<file path="config.mk">
export PLATFORM = sky130hd
export DESIGN_NAME = pkt_rr_arb_flat
export DESIGN_NICKNAME = d
export VERILOG_FILES = /design/src/rtl/pkt_rr_arb_pkg.sv /design/src/rtl/pkt_rr_arb_if.sv /design/src/rtl/pkt_rr_arb_skid.sv /design/src/rtl/pkt_rr_arb.sv /design/src/flat_wrapper.sv
export SDC_FILE = /design/constraint.sdc
export NUM_CORES = 1
export LEC_CHECK = 0
export ABC_AREA = 1
export ABC_CLOCK_PERIOD_IN_PS = 4800
export CAP_MARGIN = 20
export CORE_MARGIN = 1.5
export CORE_UTILIZATION = 35
export DETAILED_ROUTE_END_ITERATION = 10
export MAX_ROUTING_LAYER = met4
export PLACE_DENSITY_LB_ADDON = 0.15
export SLEW_MARGIN = 15
export SYNTH_ARGS = -nofsm -noshare
export SYNTH_HDL_FRONTEND = slang
export SYNTH_SLANG_ARGS = --single-unit
</file>
<file path="constraint.sdc">
create_clock -name clk -period 4.8 [get_ports clk]
set_input_delay 0.96 -clock clk [delete_from_list [all_inputs] [get_ports clk]]
set_output_delay 0.96 -clock clk [all_outputs]
set_load 0.02 [all_outputs]
</file>
<file path="src/rtl/pkt_rr_arb_pkg.sv">
// rtl/pkt_rr_arb_pkg.sv - shared types and helpers for the packet round-robin arbiter
//
// Contents:
//   state_t   : arbiter FSM encoding (ST_IDLE = no packet open, ST_LOCKED = grant held)
//   clog2     : ceiling log2 for elaboration-time width math
//   id_width  : width of TDEST / ptr / gnt, never below 1
//   rr_next   : round-robin successor with explicit wrap at n-1 (n need not be a power of 2)
package pkt_rr_arb_pkg;

    typedef enum logic {
        ST_IDLE   = 1'b0,
        ST_LOCKED = 1'b1
    } state_t;

    function automatic int clog2(input int n);
        int r;
        int v;
        r = 0;
        v = n - 1;
        while (v > 0) begin
            r = r + 1;
            v = v >> 1;
        end
        return r;
    endfunction

    function automatic int id_width(input int n);
        return (clog2(n) < 1) ? 1 : clog2(n);
    endfunction

    function automatic int rr_next(input int idx, input int n);
        return (idx == n - 1) ? 0 : idx + 1;
    endfunction

endpackage

</file>
<file path="src/rtl/pkt_rr_arb_if.sv">
// rtl/pkt_rr_arb_if.sv - stream bundle between NUM_SRC sources, the arbiter and the sink
//
// Signals:
//   src_TDATA  [NUM_SRC*DATA_WIDTH] source i at [i*DATA_WIDTH +: DATA_WIDTH]
//   src_TVALID [NUM_SRC]            per-source valid
//   src_TREADY [NUM_SRC]            per-source ready, at most one bit set
//   src_TLAST  [NUM_SRC]            per-source end of packet
//   res_TDATA  [DATA_WIDTH]         arbitrated payload
//   res_TVALID / res_TREADY         output handshake
//   res_TLAST                       output end of packet
//   res_TDEST  [ID_WIDTH]           index of the source that produced the flit
// Modports:
//   master : the environment side (drives sources, sinks the result)
//   slave  : the arbiter side
interface pkt_rr_arb_if
    import pkt_rr_arb_pkg::*;
#(
    parameter int DATA_WIDTH = 64,
    parameter int NUM_SRC    = 4
);
    localparam int ID_WIDTH = id_width(NUM_SRC);

    logic [NUM_SRC*DATA_WIDTH-1:0] src_TDATA;
    logic [NUM_SRC-1:0]            src_TVALID;
    logic [NUM_SRC-1:0]            src_TREADY;
    logic [NUM_SRC-1:0]            src_TLAST;
    logic [DATA_WIDTH-1:0]         res_TDATA;
    logic                          res_TVALID;
    logic                          res_TREADY;
    logic                          res_TLAST;
    logic [ID_WIDTH-1:0]           res_TDEST;

    modport master (
        output src_TDATA, src_TVALID, src_TLAST, res_TREADY,
        input  src_TREADY, res_TDATA, res_TVALID, res_TLAST, res_TDEST
    );

    modport slave (
        input  src_TDATA, src_TVALID, src_TLAST, res_TREADY,
        output src_TREADY, res_TDATA, res_TVALID, res_TLAST, res_TDEST
    );

endinterface

</file>
<file path="src/rtl/pkt_rr_arb_skid.sv">
// rtl/pkt_rr_arb_skid.sv - 2-entry skid buffer / register slice (module axis_skid)
//
// Ports:
//   clk, rst_n                     clock, asynchronous active-low reset
//   in_data/in_valid/in_ready      upstream handshake; in_ready is purely registered
//   out_data/out_valid/out_ready   downstream handshake; out_* come straight from flops
// Full throughput with out_ready held high; one cycle from input handshake to out_valid.
module axis_skid #(
    parameter int W = 8
) (
    input  logic         clk,
    input  logic         rst_n,
    input  logic [W-1:0] in_data,
    input  logic         in_valid,
    output logic         in_ready,
    output logic [W-1:0] out_data,
    output logic         out_valid,
    input  logic         out_ready
);
    logic [W-1:0] main_q;
    logic [W-1:0] skid_q;
    logic         main_v;
    logic         skid_v;
    logic         live_q;
    logic         in_fire;

    // live_q keeps ready low while reset is asserted and for the first edge after it
    assign in_ready  = live_q & ~skid_v;
    assign out_valid = main_v;
    assign out_data  = main_q;
    assign in_fire   = in_valid & in_ready;

    always_ff @(posedge clk or negedge rst_n) begin
        if (!rst_n) begin
            main_q <= '0;
            skid_q <= '0;
            main_v <= 1'b0;
            skid_v <= 1'b0;
            live_q <= 1'b0;
        end else begin
            live_q <= 1'b1;
            if (skid_v) begin
                // main is necessarily full here; drain the spare into it
                if (out_ready) begin
                    main_q <= skid_q;
                    skid_v <= 1'b0;
                end
            end else if (in_fire && main_v && !out_ready) begin
                skid_q <= in_data;
                skid_v <= 1'b1;
            end else if (in_fire) begin
                main_q <= in_data;
                main_v <= 1'b1;
            end else if (out_ready) begin
                main_v <= 1'b0;
            end
        end
    end

endmodule

</file>
<file path="src/rtl/pkt_rr_arb.sv">
// rtl/pkt_rr_arb.sv - packet-atomic NUM_SRC-way round-robin arbiter onto one stream
//
// Ports:
//   clk   single clock, all logic on posedge
//   rstn  asynchronous active-low reset
//   bus   pkt_rr_arb_if.slave: per-source src_* inputs, registered res_* output with TDEST tag
// A grant is held from the first flit to the TLAST flit; after each packet the search
// pointer moves one past the winner. Output passes through axis_skid.
module pkt_rr_arb
    import pkt_rr_arb_pkg::*;
#(
    parameter int DATA_WIDTH = 64,
    parameter int NUM_SRC    = 4
) (
    input logic         clk,
    input logic         rstn,
    pkt_rr_arb_if.slave bus
);
    localparam int ID_WIDTH = id_width(NUM_SRC);
    localparam int W        = DATA_WIDTH + 1 + ID_WIDTH;

    state_t                state_q;
    state_t                state_d;
    logic [ID_WIDTH-1:0]   ptr_q;
    logic [ID_WIDTH-1:0]   ptr_d;
    logic [ID_WIDTH-1:0]   gnt_r_q;
    logic [ID_WIDTH-1:0]   gnt_r_d;
    logic [ID_WIDTH-1:0]   gnt;
    logic                  gnt_found;
    logic [ID_WIDTH-1:0]   sel;
    logic                  sel_en;
    logic                  sel_valid;
    logic                  sel_last;
    logic [DATA_WIDTH-1:0] sel_data;
    logic                  skid_in_valid;
    logic                  skid_in_ready;
    logic                  fire;
    logic [W-1:0]          skid_in_data;
    logic [W-1:0]          skid_out_data;

    // First valid source at or after ptr, wrapping; only meaningful while IDLE.
    always_comb begin : rr_search
        logic [ID_WIDTH-1:0] cand;
        gnt       = ptr_q;
        gnt_found = 1'b0;
        cand      = ptr_q;
        for (int k = 0; k < NUM_SRC; k++) begin
            if (!gnt_found && bus.src_TVALID[cand]) begin
                gnt       = cand;
                gnt_found = 1'b1;
            end
            cand = ID_WIDTH'(rr_next(int'(cand), NUM_SRC));
        end
    end

    // While LOCKED the held grant is selected even when its valid is low, so the
    // owner keeps ready and nobody else can slip in during a bubble.
    assign sel    = (state_q == ST_LOCKED) ? gnt_r_q : gnt;
    assign sel_en = (state_q == ST_LOCKED) | gnt_found;

    always_comb begin : src_mux
        sel_data       = '0;
        sel_last       = 1'b0;
        sel_valid      = 1'b0;
        bus.src_TREADY = '0;
        for (int i = 0; i < NUM_SRC; i++) begin
            if (sel == ID_WIDTH'(i)) begin
                sel_data          = bus.src_TDATA[i*DATA_WIDTH +: DATA_WIDTH];
                sel_last          = bus.src_TLAST[i];
                sel_valid         = bus.src_TVALID[i];
                bus.src_TREADY[i] = sel_en & skid_in_ready;
            end
        end
    end

    assign skid_in_valid = sel_en & sel_valid;
    assign skid_in_data  = {sel_data, sel_last, sel};
    assign fire          = skid_in_valid & skid_in_ready;

    always_comb begin : fsm_next
        state_d = state_q;
        ptr_d   = ptr_q;
        gnt_r_d = gnt_r_q;
        case (state_q)
            ST_IDLE: begin
                if (fire) begin
                    if (sel_last) begin
                        ptr_d = ID_WIDTH'(rr_next(int'(gnt), NUM_SRC));
                    end else begin
                        gnt_r_d = gnt;
                        state_d = ST_LOCKED;
                    end
                end
            end
            ST_LOCKED: begin
                if (fire && sel_last) begin
                    state_d = ST_IDLE;
                    ptr_d   = ID_WIDTH'(rr_next(int'(gnt_r_q), NUM_SRC));
                end
            end
        endcase
    end

    always_ff @(posedge clk or negedge rstn) begin
        if (!rstn) begin
            state_q <= ST_IDLE;
            ptr_q   <= '0;
            gnt_r_q <= '0;
        end else begin
            state_q <= state_d;
            ptr_q   <= ptr_d;
            gnt_r_q <= gnt_r_d;
        end
    end

    axis_skid #(
        .W (W)
    ) u_skid (
        .clk       (clk),
        .rst_n     (rstn),
        .in_data   (skid_in_data),
        .in_valid  (skid_in_valid),
        .in_ready  (skid_in_ready),
        .out_data  (skid_out_data),
        .out_valid (bus.res_TVALID),
        .out_ready (bus.res_TREADY)
    );

    assign {bus.res_TDATA, bus.res_TLAST, bus.res_TDEST} = skid_out_data;

endmodule
</file>
<file path="src/flat_wrapper.sv">
// flat-port wrapper written by rule: the top's interface ports become plain ports
module pkt_rr_arb_flat import pkt_rr_arb_pkg::*;
#(
    parameter int DATA_WIDTH = 64,
    parameter int NUM_SRC    = 4
)
  (clk, rstn, bus_src_TDATA, bus_src_TVALID, bus_src_TLAST, bus_res_TREADY, bus_src_TREADY, bus_res_TDATA, bus_res_TVALID, bus_res_TLAST, bus_res_TDEST);
  pkt_rr_arb_if #(.DATA_WIDTH(DATA_WIDTH), .NUM_SRC(NUM_SRC)) bus_i ();
  input logic clk;
  input logic rstn;
  input wire logic [$bits(bus_i.src_TDATA)-1:0] bus_src_TDATA;
  input wire logic [$bits(bus_i.src_TVALID)-1:0] bus_src_TVALID;
  input wire logic [$bits(bus_i.src_TLAST)-1:0] bus_src_TLAST;
  input wire logic [$bits(bus_i.res_TREADY)-1:0] bus_res_TREADY;
  output wire logic [$bits(bus_i.src_TREADY)-1:0] bus_src_TREADY;
  output wire logic [$bits(bus_i.res_TDATA)-1:0] bus_res_TDATA;
  output wire logic [$bits(bus_i.res_TVALID)-1:0] bus_res_TVALID;
  output wire logic [$bits(bus_i.res_TLAST)-1:0] bus_res_TLAST;
  output wire logic [$bits(bus_i.res_TDEST)-1:0] bus_res_TDEST;
  assign bus_i.src_TDATA = bus_src_TDATA;
  assign bus_i.src_TVALID = bus_src_TVALID;
  assign bus_i.src_TLAST = bus_src_TLAST;
  assign bus_i.res_TREADY = bus_res_TREADY;
  assign bus_src_TREADY = bus_i.src_TREADY;
  assign bus_res_TDATA = bus_i.res_TDATA;
  assign bus_res_TVALID = bus_i.res_TVALID;
  assign bus_res_TLAST = bus_i.res_TLAST;
  assign bus_res_TDEST = bus_i.res_TDEST;
  pkt_rr_arb #(.DATA_WIDTH(DATA_WIDTH), .NUM_SRC(NUM_SRC)) u_core (.clk(clk), .rstn(rstn), .bus(bus_i));
endmodule
</file>
==> results of run 1 <==
==> registers in the layout (all words and copies together), names as in the netlist, named ones only <==
signal and count:
u_core.gnt_r_q 2, u_core.ptr_q 2, u_core.u_skid.live_q 1, u_core.u_skid.out_data 67
u_core.u_skid.out_valid 1, u_core.u_skid.skid_q 67, u_core.u_skid.skid_v 1
==> kinds of logic (layout without fill, tap and decap cells) <==
| group | count (synthesis) | after routing | share of synthesized area [%] |
|---|---|---|---|
| compound gates | 12 | 12 | 0.861 |
| fa+ha+maj | 2 | 2 | 0.287 |
| flops | 142 | 142 | 40.7 |
| simple gates | 1020 | 1020 | 51.7 |
| buf+inv | 122 | 408 | 6.33 |
| other cells | 1 | 1 | 0.0430 |
==> where the power goes <==
| group | total (mW) | switching (mW) | internal (mW) |
|---|---|---|---|
| registers | 2.02 | 0.288 | 1.73 |
| clock network | 1.43 | 0.539 | 0.887 |
| logic | 6.60 | 4.42 | 2.17 |
| total | 10.0 | 5.25 | 4.80 |
==> area by class of cell <==
| cell class | instances | area, um^2 | share of cell area (%) |
|---|---|---|---|
| Inverter | 16 | 60.1 | 0.466 |
| Timing Repair Buffer | 361 | 3580 | 27.8 |
| Sequential cell | 142 | 3550 | 27.6 |
| Tap cell | 324 | 405 | 3.15 |
| Multi-Input combinational cell | 1035 | 4650 | 36.1 |
| Clock inverter | 12 | 184 | 1.43 |
| Clock buffer | 19 | 443 | 3.44 |
==> cells in the mapped netlist <==
cell type,instances
nand2_1,584
nand3_1,340
dfrtp_1,142
nand4_1,67
clkbuf_1,52
buf_2,27
buf_1,16
inv_1,14
nor2_1,7
o21ai_0,7
buf_4,6
buf_6,5
nand3_2,4
nor3_1,4
nand2_2,3
nand2_4,3
a21oi_1,2
ha_1,2
nor2_2,2
or2_2,2
a21oi_4,1
a31oi_1,1
clkinv_1,1
conb_1,1
inv_2,1
nand3b_1,1
nand3b_2,1
nor2_4,1
o21bai_1,1
or2_0,1
==> path summary, 6_finish.rpt <==
check / startpoint / cells past startpoint / end
worst max-delay path: bus_src_TVALID[2] / 15 / bus_src_TREADY[3]
worst min-delay path: u_core.u_skid.skid_q[61] / 2 / u_core.u_skid.skid_q[61]
worst max register to register: u_core.ptr_q[0] / 19 / u_core.u_skid.skid_q[29]
worst min register to register: u_core.u_skid.skid_q[61] / 2 / u_core.u_skid.skid_q[61]
max in group asynchronous: rstn / 2 / u_core.u_skid.skid_v
min in group asynchronous: rstn / 1 / u_core.u_skid.out_data[17]
==> layer usage <==
metal	up-vias	GRT usage, %	share of wire, %
met4	0	7.91	2.3
met3	43	5.09	6.6
met1	4582	31.3	43
met5	-	-	0
li1	4855	-	-
met2	341	42.0	49
==> per-stage QoR <==
stage / util, % / setup WS, ns / area (um^2)
after floorplan: - / 1.10 / 8720
after global placement: 50.3 / 0.489 / 12300
after detailed placement: 50.3 / 0.466 / 12300
after CTS: 52.8 / 0.455 / 12900
after global routing: 52.8 / 0.197 / 12900
final: 52.8 / 0.446 / 12900
==> worst register-to-register path: cells and delay by family, from the launching register on <==
kind | cells | cell delay [ns]
AOI/OAI and AO/OA | 1 | 0.09
adders and majority gates | 1 | 0.46
buffers and inverters | 3 | 0.97
DFF | 1 | 0.50
and+or+nand+nor | 14 | 1.71
==> results.md, run 1 <==
- Finished Layout Cells: approximately 1900
- Period utilisation layout: roughly nine tenths
- Most frequent cells in the layout: nand2_1 (582), nand3_1 (340), clkdlybuf4s50_1 (337)
- Clk Latency, worst-skew pair: roughly 0.42 ns
- Cell taking the most area after synthesis: dfrtp_1
- Design Power: approximately 10 mW
- Hold-fix buffers, CTS: 0
- Required @ worst endpoint: 3.84 ns
- Cell mode on critical path: nand2_1
- Commonest non-fill, non-tap cell in the layout: nand2_1
- Setup CP Type: primary input to primary output
- Vias per std cell: a little over 5
- Mean area per synthesized cell: 6.71 um^2
- CTS-repair resized insts: 0
- PwrDens: 780 nW/um^2
- GRT overflow: 0
- Core area: between 20000 and 25000 um^2
- FILL cells: about 2400
- Hold Vio Cnt, Final: 0
- RSZ-0062 raised after global routing: false
- Final worst path period need: around 4.4 ns
- Row cnt: 57
- Residual DRC count: 0
- Layout cells sized above 1: 4.86%
- IO Pins: about 340
- Leakage power: ~6 nW
- Syn nets: 1568
- Status: completed
- Setup TNS Final: 0 ns
- First-pass GRT wire length: slightly above 50000 um
- CTS Buf Count: 17
- #FFs+latches synth: ~140
- Yosys cell types: 30
- Syn Inst Count: ~1300
- # Post-CTS Setup Buffers: 0
- CTS clk-pin slew, worst paths: approximately 0.050 ns
- Largest net degree at the start of global routing: 73
- Cells along the critical path: clkdlybuf4s50_1 -> inv_1 -> nand2_1 -> nand2_1 -> nand2_1 -> nand2_1 -> nand2_1 -> nor2_2 -> nand2_1 -> nand3_1 -> nand2_1 -> nand2_2 -> nand2_4 -> nor3_1 -> clkdlybuf4s50_1
- Synth top area share: a little over 40%
- CP endpoint kind: primary output
- GPL Wtd Cong: 0.859
- Worst Hold Class: flip-flop to flip-flop
- Initial Util: 35.8%
- Worst Path Arrival: approximately 3.4 ns
- Final wirelength: 31800 um
- Worst Skew: between 0.01 and 0.015 ns
- Vias in the first global route: roughly 9500
- Final setup viols: 0
- Worst-Margin Slew: 0.981 ns
- Max-slew violation count: 0
- Worst reg2reg setup slack: 1.00 ns
- Die footprint: 25900 um^2
- DRT iter0 DRCs: 608
- # diodes: 0
- ANT nets after route: 0
- Hold Slack: approximately 0.47 ns
- CP bufs+invs: 3
- Post-Syn Area: between 8000 and 9000 um^2
- Via count: approximately 10000
- Drt pass-1 iters: 5
- CP max stage delay: ~0.63 ns
- Cell family with most CP delay: simple AND/OR/NAND/NOR gates
- Slew headroom: between 30% and 40%
- Synth area leaders: dfrtp_1 (41%), nand2_1 (25%), nand3_1 (20%), nand4_1 (4.8%), clkbuf_1 (2.2%)
- Worst Path Max Fanout: 8
- Wire length per cell: approximately 17 um
- TritonCTS Sinks: about 140
- Net count, final: roughly 1800
- Die Height: roughly 160 um
- CTS root buffer: clkbuf_16
- Peak supply drop: roughly 690 uV
- Clk buf depth: 2
- Initial antenna violation count: 0
- MaxCap Viol Count: 0
- Placed cells: roughly 1900
- Startpoint types: primary input
- H-tree depth: 4
- Slowest stage cell, crit path: clkdlybuf4s50_1
- GRT Total Usage: between 20% and 30%
- YS warnings: 0
- P&R area growth vs syn: 47.7%
- Input/output buffers: 338
- TritonCTS clock tree: built
- Final HPWL DP: 22000 um
- Die Wd: roughly 160 um
- Fmax: between 200 and 250 MHz
- Seq/Total Area, Yosys: around two fifths
No activity file was read; power rests on OpenSTA's default activity.
==> inputs of run 2 (changes only) <==
--- a/config.mk
+++ b/config.mk
@@ -5,7 +5,6 @@
 export SDC_FILE = /design/constraint.sdc
 export NUM_CORES = 1
 export LEC_CHECK = 0
-export ABC_AREA = 1
 export ABC_CLOCK_PERIOD_IN_PS = 4800
 export CAP_MARGIN = 20
 export CORE_MARGIN = 1.5
@@ -13,6 +12,7 @@
 export DETAILED_ROUTE_END_ITERATION = 10
 export MAX_ROUTING_LAYER = met4
 export PLACE_DENSITY_LB_ADDON = 0.15
+export SETUP_SLACK_MARGIN = 0.4
 export SLEW_MARGIN = 15
 export SYNTH_ARGS = -nofsm -noshare
 export SYNTH_HDL_FRONTEND = slang
==> run 2 against run 1 <==
  * Critical path depth shrank 6
  * Count of clock-buffer cells in the layout grew 1
  * Flip-flop and latch count is the same
  * Area after synthesis shrank 7.7%
  * Total power shrank 10%
  * Final cell count shrank 36%
  * Sequential share of layout area grew 1.0 points
  * Clock skew shrank 0.0023 ns
  * Wire length shrank 27%
  * Largest power group unchanged
  * Fmax grew 1.2%
  * Combinational power shrank 16%
==> results.md, run 2 <==
- H-tree depth: 4
- Max-slew violation count: 0
- Initial Util: about 36%
- Final worst path period need: around 4.3 ns
- Worst Skew: 0.00944 ns
- Die Wd: roughly 150 um
- Mean area per synthesized cell: between 10 and 15 um^2
- Peak supply drop: slightly below 600 uV
- Row cnt: 55
- Clk Latency, worst-skew pair: between 0.4 and 0.5 ns
- DRT iter0 DRCs: 223
- Layout cells sized above 1: between 20% and 30%
- Final setup viols: 0
- Net count, final: approximately 1200
- Cell taking the most area after synthesis: dfrtp_1
- Slowest stage cell, crit path: mux4_1
- Yosys cell types: 52
- Top cells by count, synth: dfrtp_1 (142), mux4_2 (66), o21a_1 (62)
- Setup CP Type: primary input to primary output
- GPL Wtd Cong: 0.835
- CP bufs+invs: 2
- Startpoint types: primary input
- EDFF count, synth: 0
- Status: completed
- Vias per std cell: around 5.3
- Synth area leaders: dfrtp_1 (44%), mux4_2 (18%), mux2_2 (7.3%), o22a_1 (6.3%), o21a_1 (5.8%)
- IO Pins: 339
- Worst Hold Class: flip-flop to flip-flop
- Residual DRC count: 0
- Worst Path Max Fanout: 4
- Dpl ws: -0.0000635 ns
- # Post-CTS Setup Buffers: 0
- Top-count cell post-synth: dfrtp_1
- Wire length per cell: about 19 um
- Async set-reset flop share out of synthesis: between 90% and 100%
- CP endpoint kind: primary output
- Required @ worst endpoint: between 3 and 4 ns
- CTS root buffer: clkbuf_16
- Period utilisation layout: between 80 and 90%
- Slew headroom: a little over a third
- Worst-Margin Slew: approximately 0.96 ns
- Leakage power: roughly 4.8 nW
- Drt pass-1 iters: 4
- Initial antenna violation count: 0
- # diodes: 0
- Worst Path Arrival: ~3.3 ns
- CTS Buf Count: 17
- Synth top area share: 44.1%
- RSZ-0062 raised after global routing: false
- Clk buf depth: 2
- Fmax: 232 MHz
- TritonCTS Sinks: between 100 and 150
- ANT nets after route: 0
- FILL cells: between 1500 and 2000
- Most frequent cells in the layout: clkdlybuf4s50_1 (330), dfrtp_1 (142), mux4_2 (66)
- YS warnings: 0
- Die footprint: between 20000 and 25000 um^2
- Final HPWL DP: about 17000 um
- TritonCTS clock tree: built
- Vias in the first global route: 6754
- CTS clk-pin slew, worst paths: 0.05 ns
- MaxCap Viol Count: 0
- GRT overflow: 0
- Commonest non-fill, non-tap cell in the layout: clkdlybuf4s50_1
- Hold Vio Cnt, Final: 0
- Largest net degree at the start of global routing: 103
- Worst reg2reg setup slack: 0.65 ns
- Fin worst setup slack: a little under 0.5 ns
- Syn Inst Count: approximately 600
- GRT Total Usage: 20.3%
- Via count: between 6000 and 7000
- PwrDens: 727 nW/um^2
- Final wirelength: 23300 um
- Cells along the critical path: clkdlybuf4s50_1 -> mux4_1 -> a2111oi_1 -> a311o_1 -> a21o_1 -> nand2_1 -> o21a_4 -> nor2_1 -> clkdlybuf4s15_2
- Syn nets: approximately 860
- Setup TNS Final: 0 ns
- Synth Flop Type: dfrtp_1
- Seq/Total Area, Yosys: 44.1%
- Input/output buffers: 338
- Design Power: 9.03 mW
- Cell family with most CP delay: compound AO/OA/AOI/OAI gates
- P&R area growth vs syn: 54.2%
- Core area: about 23000 um^2
- Post-Syn Area: around 8100 um^2
- First-pass GRT wire length: between 30000 and 40000 um
- Die Height: approximately 150 um
- Hold Slack: between 0.4 and 0.5 ns
- CP max stage delay: 0.54 ns
- #FFs+latches synth: ~140
[run 2: cell families after synthesis]
kind of cell / after synthesis / synth area share (%)
AND/OR/NAND/NOR: 68 / 4.51
AO/OA/AOI/OAI: 174 / 16.6
XOR/XNOR: 1 / 0.109
flip-flops: 142 / 44.1
other: 1 / 0.0466
buffers and inverters: 62 / 3.87
multiplexers: 144 / 30.4
adder cells (fa/ha/maj): 2 / 0.311
[run 2: per-stage QoR]
step	utilization (%)	area, um^2	cells
finish	55.0	12400	1222
global route	55.0	12400	1222
CTS	55.0	12400	1222
detailed placement	52.5	11800	1191
global placement	52.5	11800	1191
floorplan	-	8050	594
[run 2: what timing repair did]
item | CTS | global route
pin swaps | 1 | 0
setup endpoints to repair | 4 | 7
hold buffers | 0 | 0
resized for setup | 11 | 5
[run 2: final timing paths]
| check | from | to | depth (start not counted) |
|---|---|---|---|
| min in group asynchronous | rstn | u_core.u_skid.out_data[45] | 1 |
| min | u_core.u_skid.out_data[37] | u_core.u_skid.out_data[37] | 1 |
| max in group asynchronous | rstn | u_core.u_skid.out_data[2] | 2 |
| min reg2reg | u_core.u_skid.out_data[37] | u_core.u_skid.out_data[37] | 1 |
| max | bus_src_TVALID[3] | bus_src_TREADY[0] | 9 |
| max reg2reg | u_core.ptr_q[1] | u_core.gnt_r_q[0] | 11 |
[run 2: power by group]
part | switching, mW | internal [mW] | total, mW
Clock | 0.519 | 0.784 | 1.30
Sequential | 0.346 | 1.82 | 2.17
Combinational | 2.58 | 2.98 | 5.56
Total | 3.45 | 5.58 | 9.03
[run 2: metal layers]
layer	wire (um)	vias to the layer above	part of all wire [%]	GRT usage, %
met5	0	-	0	-
met4	304	0	1.3	5.82
met3	1660	21	7.1	5.04
met2	11500	233	49	33.2
met1	9840	3204	42	25.1
li1	-	3010	-	-
[run 2: final cells by class]
type	instances	area [um^2]	area share, %
timing repair buffer	367	3680	29.6
clock inverter	11	134	1.08
multi-input combinational	390	4220	34.0
inverter	7	26.3	0.212
tap	285	357	2.87
clock buffer	20	447	3.60
sequential	142	3550	28.6
